`config.mk`:
```
export PLATFORM = sky130hd
export DESIGN_NAME = pipeline_hazard_scheduler
export DESIGN_NICKNAME = d
export VERILOG_FILES = /design/src/rtl/pipeline_hazard_scheduler_pkg.sv /design/src/rtl/pipeline_hazard_scheduler_match.sv /design/src/rtl/pipeline_hazard_scheduler.sv
export SDC_FILE = /design/constraint.sdc
export NUM_CORES = 1
export LEC_CHECK = 0
export BUFFER_PORTS_ARGS = -buffer_cell sky130_fd_sc_hd__buf_2
export CAP_MARGIN = 0
export CELL_PAD_IN_SITES_DETAIL_PLACEMENT = 0
export CELL_PAD_IN_SITES_GLOBAL_PLACEMENT = 1
export CORE_UTILIZATION = 30
export CTS_BUF_LIST = sky130_fd_sc_hd__clkbuf_8 sky130_fd_sc_hd__clkbuf_16
export CTS_CLUSTER_DIAMETER = 50
export DETAILED_ROUTE_END_ITERATION = 6
export HOLD_SLACK_MARGIN = 0.03
export PLACE_DENSITY = 0.66
export SYNTH_ARGS = -nofsm -noshare
export SYNTH_HDL_FRONTEND = slang
export SYNTH_SLANG_ARGS = --single-unit
```
`constraint.sdc`:
```
create_clock -name clk -period 5.85 [get_ports clk]
set_input_delay 1.17 -clock clk [delete_from_list [all_inputs] [get_ports clk]]
set_output_delay 1.17 -clock clk [all_outputs]
set_load 0.02 [all_outputs]
```
`src/rtl/pipeline_hazard_scheduler_pkg.sv`:
```
// Shared types and default sizing for the hazard scheduler and its per-stage match logic.
package pipeline_hazard_scheduler_pkg;

    localparam int DEF_FWD_DEPTH = 3;
    localparam int DEF_REG_COUNT = 8;
    localparam int DEF_LOAD_LAT  = 2;

    // Register addresses are held at a fixed maximum width so the entry type is parameter-independent.
    localparam int MAX_RAW = 8;

    typedef struct packed {
        logic               valid;
        logic [MAX_RAW-1:0] rd;
        logic               isLoad;
    } trkEntry_t;

endpackage

```
`src/rtl/pipeline_hazard_scheduler_match.sv`:
```
// One tracker stage: compares its entry against both source operands and reports forwardability.
module hazard_match_stage
    import pipeline_hazard_scheduler_pkg::*;
#(
    parameter int STAGE    = 0,
    parameter int LOAD_LAT = DEF_LOAD_LAT
) (
    input  trkEntry_t          entry,
    input  logic [MAX_RAW-1:0] rsA,
    input  logic [MAX_RAW-1:0] rsB,
    input  logic               rsAUsed,
    input  logic               rsBUsed,
    output logic               matchA,
    output logic               matchB,
    output logic               fwdOk
);

    assign matchA = rsAUsed && entry.valid && (entry.rd == rsA);
    assign matchB = rsBUsed && entry.valid && (entry.rd == rsB);
    // Load data only exists once the load has reached the LOAD_LAT stage.
    assign fwdOk  = !entry.isLoad || (STAGE >= LOAD_LAT);

endmodule

```
`src/rtl/pipeline_hazard_scheduler.sv`:
```
// Tracks in-flight writebacks, picks the youngest forward source per operand and stalls on load-use.
module pipeline_hazard_scheduler
    import pipeline_hazard_scheduler_pkg::*;
#(
    parameter int FWD_DEPTH = DEF_FWD_DEPTH,
    parameter int REG_COUNT = DEF_REG_COUNT,
    parameter int LOAD_LAT  = DEF_LOAD_LAT,
    localparam int RAW      = $clog2(REG_COUNT)
) (
    input  logic                 clk,
    input  logic                 rst_n,
    input  logic                 clk_en,
    input  logic                 flush,
    input  logic                 in_valid,
    output logic                 in_ready,
    input  logic [RAW-1:0]       rs_a,
    input  logic [RAW-1:0]       rs_b,
    input  logic                 rs_a_used,
    input  logic                 rs_b_used,
    input  logic [RAW-1:0]       rd,
    input  logic                 rd_we,
    input  logic                 is_load,
    output logic [FWD_DEPTH-1:0] fwd_sel_a,
    output logic [FWD_DEPTH-1:0] fwd_sel_b,
    output logic                 stall,
    output logic [7:0]           stall_cnt
);

    trkEntry_t [FWD_DEPTH-1:0] trk;
    logic [FWD_DEPTH-1:0]      matchA, matchB, fwdOk;
    logic [FWD_DEPTH-1:0]      selA, selB;
    logic                      hitA, hitB, okA, okB;
    logic                      issue;
    trkEntry_t                 newEnt;
    logic [7:0]                stallCnt;

    for (genvar i = 0; i < FWD_DEPTH; i++) begin : g_stage
        hazard_match_stage #(
            .STAGE   (i),
            .LOAD_LAT(LOAD_LAT)
        ) u_match (
            .entry  (trk[i]),
            .rsA    (MAX_RAW'(rs_a)),
            .rsB    (MAX_RAW'(rs_b)),
            .rsAUsed(rs_a_used),
            .rsBUsed(rs_b_used),
            .matchA (matchA[i]),
            .matchB (matchB[i]),
            .fwdOk  (fwdOk[i])
        );
    end

    // Scan oldest to youngest so the youngest match is the one left standing.
    always_comb begin
        hitA = 1'b0;
        hitB = 1'b0;
        okA  = 1'b0;
        okB  = 1'b0;
        selA = '0;
        selB = '0;
        for (int i = FWD_DEPTH - 1; i >= 0; i--) begin
            if (matchA[i]) begin
                hitA    = 1'b1;
                okA     = fwdOk[i];
                selA    = '0;
                selA[i] = 1'b1;
            end
            if (matchB[i]) begin
                hitB    = 1'b1;
                okB     = fwdOk[i];
                selB    = '0;
                selB[i] = 1'b1;
            end
        end
    end

    assign stall     = in_valid && ((hitA && !okA) || (hitB && !okB));
    assign in_ready  = clk_en && !stall && !flush;
    assign fwd_sel_a = stall ? '0 : selA;
    assign fwd_sel_b = stall ? '0 : selB;
    assign stall_cnt = stallCnt;

    assign issue = in_valid && in_ready && rd_we;

    always_comb begin
        newEnt = '0;
        if (issue) begin
            newEnt.valid  = 1'b1;
            newEnt.rd     = MAX_RAW'(rd);
            newEnt.isLoad = is_load;
        end
    end

    always_ff @(posedge clk or negedge rst_n) begin
        if (!rst_n) begin
            trk      <= '0;
            stallCnt <= 8'd0;
        end else if (clk_en) begin
            if (flush) begin
                trk <= '0;
            end else begin
                for (int i = FWD_DEPTH - 1; i > 0; i--) trk[i] <= trk[i-1];
                trk[0] <= newEnt;
            end
            if (stall && stallCnt != 8'hFF) stallCnt <= stallCnt + 8'd1;
        end
    end

endmodule
```
== Yosys cells after proc, flatten, opt, wreduce, memory -nomap -nowiden ==
Index checks and enable logic that the tools add are counted.
Storage, ports and cells
  bits in registers: 37
  logic and storage cells: 65
  bits of input ports: 18
  output and inout bits: 16
Cells by class
  reductions and logical operators: 28
  equality and inequality tests: 7
  multiplexer cells: 20
  add/sub/neg operators: 1
Operators with widths (number)
  $eq 8x3->1: 6
  $mux 30: 1
  $mux 3: 8
  $logic_and 1x1->1: 20
  $mux 1: 10
  $mux 10: 1
  $add 8x1->8 const B: 1
  $ne 8x8->1 const B: 1
  $logic_not 1->1: 6
  $reduce_and 2->1: 1
  $logic_or 1x1->1: 1

== Depth between registers and ports, before layout ==
  depth in word-level cells: 16
  gate-level depth with buffers: 7

== Cells and area by module ==
Synthesis repeated with hierarchy kept, for this count alone.
Second synthesis, totals
  cell total of the unflattened synthesis: 177
  area, all modules: 1659.1 um^2
By module, submodules not included
  pipeline_hazard_scheduler: cells each 101, instances 1, area each 1067.3 um^2, seq. area each 575.6 um^2
  hazard_match_stage (g_stage[0].u_match ...): cells each 25, instances 2, area each 196.4 um^2, seq. area each 0.0 um^2
  hazard_match_stage (g_stage[2].u_match): cells each 26, instances 1, area each 198.9 um^2, seq. area each 0.0 um^2

== Worst setup path before layout ==
OpenSTA, ideal clock, no wires.
  kind: input to output
  start point: in rs_b[2]
  end point: out fwd_sel_a[2]
  stages: 7
  setup slack: 1.894 ns
  data arrival time: 2.786 ns
  buffers on the path: 1
  cell sequence: xor2_1 or4_4 a22oi_2 o21ai_2 and2_1 buf_6 and3b_1
Between the ends
  cells in the longest elaborated chain, start to end: 10
  elaborated cells between the ends (all ways): 16
  classes of those cells: eq/ne (3); mux (6); reduce/logical (7)
RTL lines
  start, declared: line pipeline_hazard_scheduler.sv:17  | input logic [RAW-1:0] rs_b,
  $eq 8x3->1: line pipeline_hazard_scheduler_match.sv:19  | assign matchB = rsBUsed && entry.valid && (entry.rd == rsB);
  $logic_and 1x1->1: line pipeline_hazard_scheduler_match.sv:19
  $mux 1 (3 in series): line pipeline_hazard_scheduler.sv:68  | if (matchB[i]) begin
  $logic_not 1->1: line pipeline_hazard_scheduler.sv:77  | assign stall = in_valid && ((hitA && !okA) || (hitB && !okB));
  $logic_and 1x1->1 (*): line pipeline_hazard_scheduler.sv:77
  $logic_or 1x1->1 (*): line pipeline_hazard_scheduler.sv:77
  $logic_and 1x1->1 (*): line pipeline_hazard_scheduler.sv:77
  net stall: line pipeline_hazard_scheduler.sv:25  | output logic stall,
  $mux 3 (*): line pipeline_hazard_scheduler.sv:79  | assign fwd_sel_a = stall ? '0 : selA;
  end, declared: line pipeline_hazard_scheduler.sv:23  | output logic [FWD_DEPTH-1:0] fwd_sel_a,
Mark *: on every way through the listed nets, which the timed path passes. The rest lies on a longest branch.

== Worst setup path in the final report ==
  start point: in rs_b[2]
  end point: out fwd_sel_a[2]
Between the ends
  cells in the longest elaborated chain, start to end: 10
  elaborated cells between the ends (all ways): 16
  classes of those cells: eq/ne (3); mux (6); reduce/logical (7)
RTL lines (line)
  $eq 8x3->1: pipeline_hazard_scheduler_match.sv:19
  $logic_and 1x1->1: pipeline_hazard_scheduler_match.sv:19
  $mux 1 (3 in series): pipeline_hazard_scheduler.sv:68
  $logic_not 1->1: pipeline_hazard_scheduler.sv:77
  $logic_and 1x1->1 (*): pipeline_hazard_scheduler.sv:77
  $logic_or 1x1->1 (*): pipeline_hazard_scheduler.sv:77
  $logic_and 1x1->1 (*): pipeline_hazard_scheduler.sv:77
  $mux 3 (*): pipeline_hazard_scheduler.sv:79
Every way passes the cells marked *; elsewhere a longest branch is shown, timed or not.

==> metrics.cfg <==
[yosys]
ys.flop_type = dfrtp_1
synth-edff-count = 0
avgSynthCellArea_um2 = 10.1
synthesis.area_um2 = 1260
synth-async-reset-ratio_pct = 100
ys_types = 33
ys_ff_latch = 22
syn_nets = 144
netlist_instances = 125
ys_seq_area_share_pct = 43.5
synth_warnings = 0

[worst_setup_path]
end_kind = primary output
slowest_stage = nor4_1
critPathMaxFanout = 8
critPathMostFrequentCell = buf_2
worstPathArrival_ps = 3000
crit_required_ps = 4680
rrSetupSlack_ps = 3650
path_buf_inv = 2
cp-start-kind = input port
reg2reg_depth = 5
cp_top_family = simple AND/OR/NAND/NOR gates
worstSetupPathType = input port to primary output
critical-path-max-stage-delay_ps = 520
reg2reg_to = stall_cnt[1]
crit_chain = buf_2, xor2_1, nor4_1, a22oi_2, o21ai_2, and2_1, and3b_1, buf_2
r2r-start = trk[11]

[place]
hpwl_um = 2380
place_congestion = 0.827
portBuffers = 33

[sta]
setup_tns_ps = 0
fin_crit_sh_pct = 71.3
period_needed_ps = 4170
slew_headroom_pct = 62.8
slew_violations = 0
clock_skew_ps = 2.49
fmax_ghz = 0.240
whs_ps = 498
tightest_slew_ps = 553
finalSetupViolCount = 0
finalHoldViolations = 0
grt_setup_unrepaired = no

[clocking]
htree_levels = 1
clk_latency_ps = 260
cts_sinks = 22
postCtsHoldBufs = 0
post-cts-setup-buffer-count = 0
cts.reportedPaths.clkPinSlew_ps = 80
cts_tree = done
cts.path.max_buffers = 2
cts_made_buffers = 3
ctsResizeCount = 0
cts_root_buf = clkbuf_8

[drt]
wire_per_inst_um = 14.3
ant_nets = 0
via_count = 1045
post_drt_via_cell_ratio = 5.02
drc = 0
drt-initial-drc-count = 54
drt_pre_antenna_iters = 4
totalWireLength_um = 2970

[hold_path]
hp-start = stall_cnt[7]
hp-class = register to register
hold_path_end = stall_cnt[7]
min_path_cells = 1

[outcome]
status = complete, no violations

[die]
chipHeight_um = 66.9
placementRows = 23
core_area_um2 = 4030
die_area_um2 = 4480
pin_count = 34
fp.dieW_um = 66.9
start_util_pct = 31.4

[power]
p_leak_nw = 0.742
switching_share_pct = 24.6
ir_drop_uv = 81.5
p_switching_mw = 0.0697
comb_power_share_pct = 11.4
internal-power_mw = 0.213
power_density_nw_per_um2 = 187
clock_power_share_pct = 32.6
seqPwrFrac_pct = 56.0

[global_routing]
grt.overflow.total = 0
track_usage_pct = 14.4
grt_start_max_net_pins = 23
first_global_vias = 1004
antenna_found_initial = 0
grt_pass1_wl_um = 4730

[job]
maxCapViolCount = 0

[finish]
nNetsFinal = 179
drive_above_1_share_pct = 29.1
synthToLayoutAreaGrowth_pct = 19.8
n_antenna_cell = 0

[cell type report]
type                       count  area, µm²
timing repair buffer          33        165
inverter                       6       22.5
tap                           50       62.6
multi-input combinational     94        673
sequential                    22        551
fill                         436       2510
clock buffer                   3       41.3
[registers in the layout, indices dropped and copies added (netlist names)]
signal     flops
trk           14
stall_cnt      8
[worst register-to-register path, delay by kind of cell, from the launching register on]
kind / cells / cell delay (ps)
compound gates: 2 / 590
flops: 1 / 430
xor+xnor: 1 / 180
mux: 1 / 390
simple gates: 1 / 510
[power groups by stage]
stage	clock network, mW	registers, mW	logic, mW
2_1_floorplan	0	0.160	0.0164
3_3_place_gp	0	0.162	0.0316
3_5_place_dp	0	0.162	0.0326
4_1_cts	0.0948	0.159	0.0327
5_1_grt	0.0978	0.159	0.0361
6_report	0.0922	0.159	0.0322
[metal layers]
layer | vias to the layer above | GRT usage (%) | wire length [µm]
li1 | 509 | - | -
met1 | 508 | 21.4 | 1500
met2 | 26 | 20.8 | 1310
met3 | 2 | 2.05 | 126
met4 | 0 | 4.79 | 34
met5 | - | 0 | 0
[cell families (layout without fill, tap and decap cells)]
logic type / Yosys count / count (layout) / synth area share (%)
and+or+nand+nor: 48 / 48 / 22.3
xor gates and xnor gates: 25 / 25 / 17.3
DFF: 22 / 22 / 43.5
AOI/OAI and AO/OA: 19 / 19 / 11.8
buffers and inverters: 9 / 42 / 3.26
adders and majority gates: 1 / 1 / 0.989
muxes: 1 / 1 / 0.890
[layout by cell type (no fill, tap or decap), drive strengths merged]
cell type	Yosys	final
nor2b	2	2
dfrtp	22	22
a31o	2	2
nor3	3	3
nor2	4	4
nand3	5	5
inv	6	6
and4	1	1
nand2	13	13
a32o	1	1
a22oi	1	1
o2111ai	1	1
a22o	3	3
xnor2	12	12
nor4	5	5
nand4	6	6
and3b	2	2
a21o	1	1
xor2	13	13
and3	2	2
or4	2	2
o31ai	3	3
buf	2	33
ha	1	1
o21ai	7	7
and2	3	3
mux2	1	1
clkbuf	1	3
[through the flow]
stage	instance area [µm²]	setup WS, ps	cells	util [%]	power [mW]
2_1_floorplan	1260	1890	125	-	0.177
3_3_place_gp	1470	1700	205	36.6	0.193
3_5_place_dp	1470	1650	205	36.6	0.194
4_1_cts	1520	1660	208	37.6	0.286
5_1_grt	1520	1480	208	37.6	0.293
6_report	1520	1680	208	37.6	0.283
[synthesized netlist by cell type, types with 2 or more instances]
| library cell | n | area, µm² |
|---|---|---|
| nand3_1 | 5 | 25.0 |
| nand2_1 | 13 | 48.8 |
| o21ai_0 | 5 | 25.0 |
| nor4_1 | 4 | 25.0 |
| and3_1 | 2 | 12.5 |
| and2_1 | 3 | 18.8 |
| a22o_1 | 3 | 26.3 |
| o21ai_2 | 2 | 17.5 |
| nor3_1 | 2 | 10.0 |
| nor2b_1 | 2 | 12.5 |
| xnor2_1 | 12 | 105 |
| xor2_1 | 13 | 114 |
| nand4_1 | 6 | 37.5 |
| and3b_1 | 2 | 17.5 |
| inv_1 | 6 | 22.5 |
| a31o_2 | 2 | 17.5 |
| nor2_1 | 4 | 15.0 |
| dfrtp_1 | 22 | 551 |
| o31ai_1 | 3 | 22.5 |
[worst max path at each step]
stage	slack, ps	start	end	depth (start not counted)
CTS	1660	rs_b[2]	fwd_sel_a[2]	8
global placement	1700	rs_a[2]	fwd_sel_a[2]	8
global route	1480	rs_b[2]	fwd_sel_a[2]	8
floorplan	1890	rs_b[2]	fwd_sel_a[2]	7
detailed placement	1650	rs_b[2]	fwd_sel_a[2]	8
finish	1680	rs_b[2]	fwd_sel_a[2]	8
Note: power is estimated with default switching activity, not from simulation.
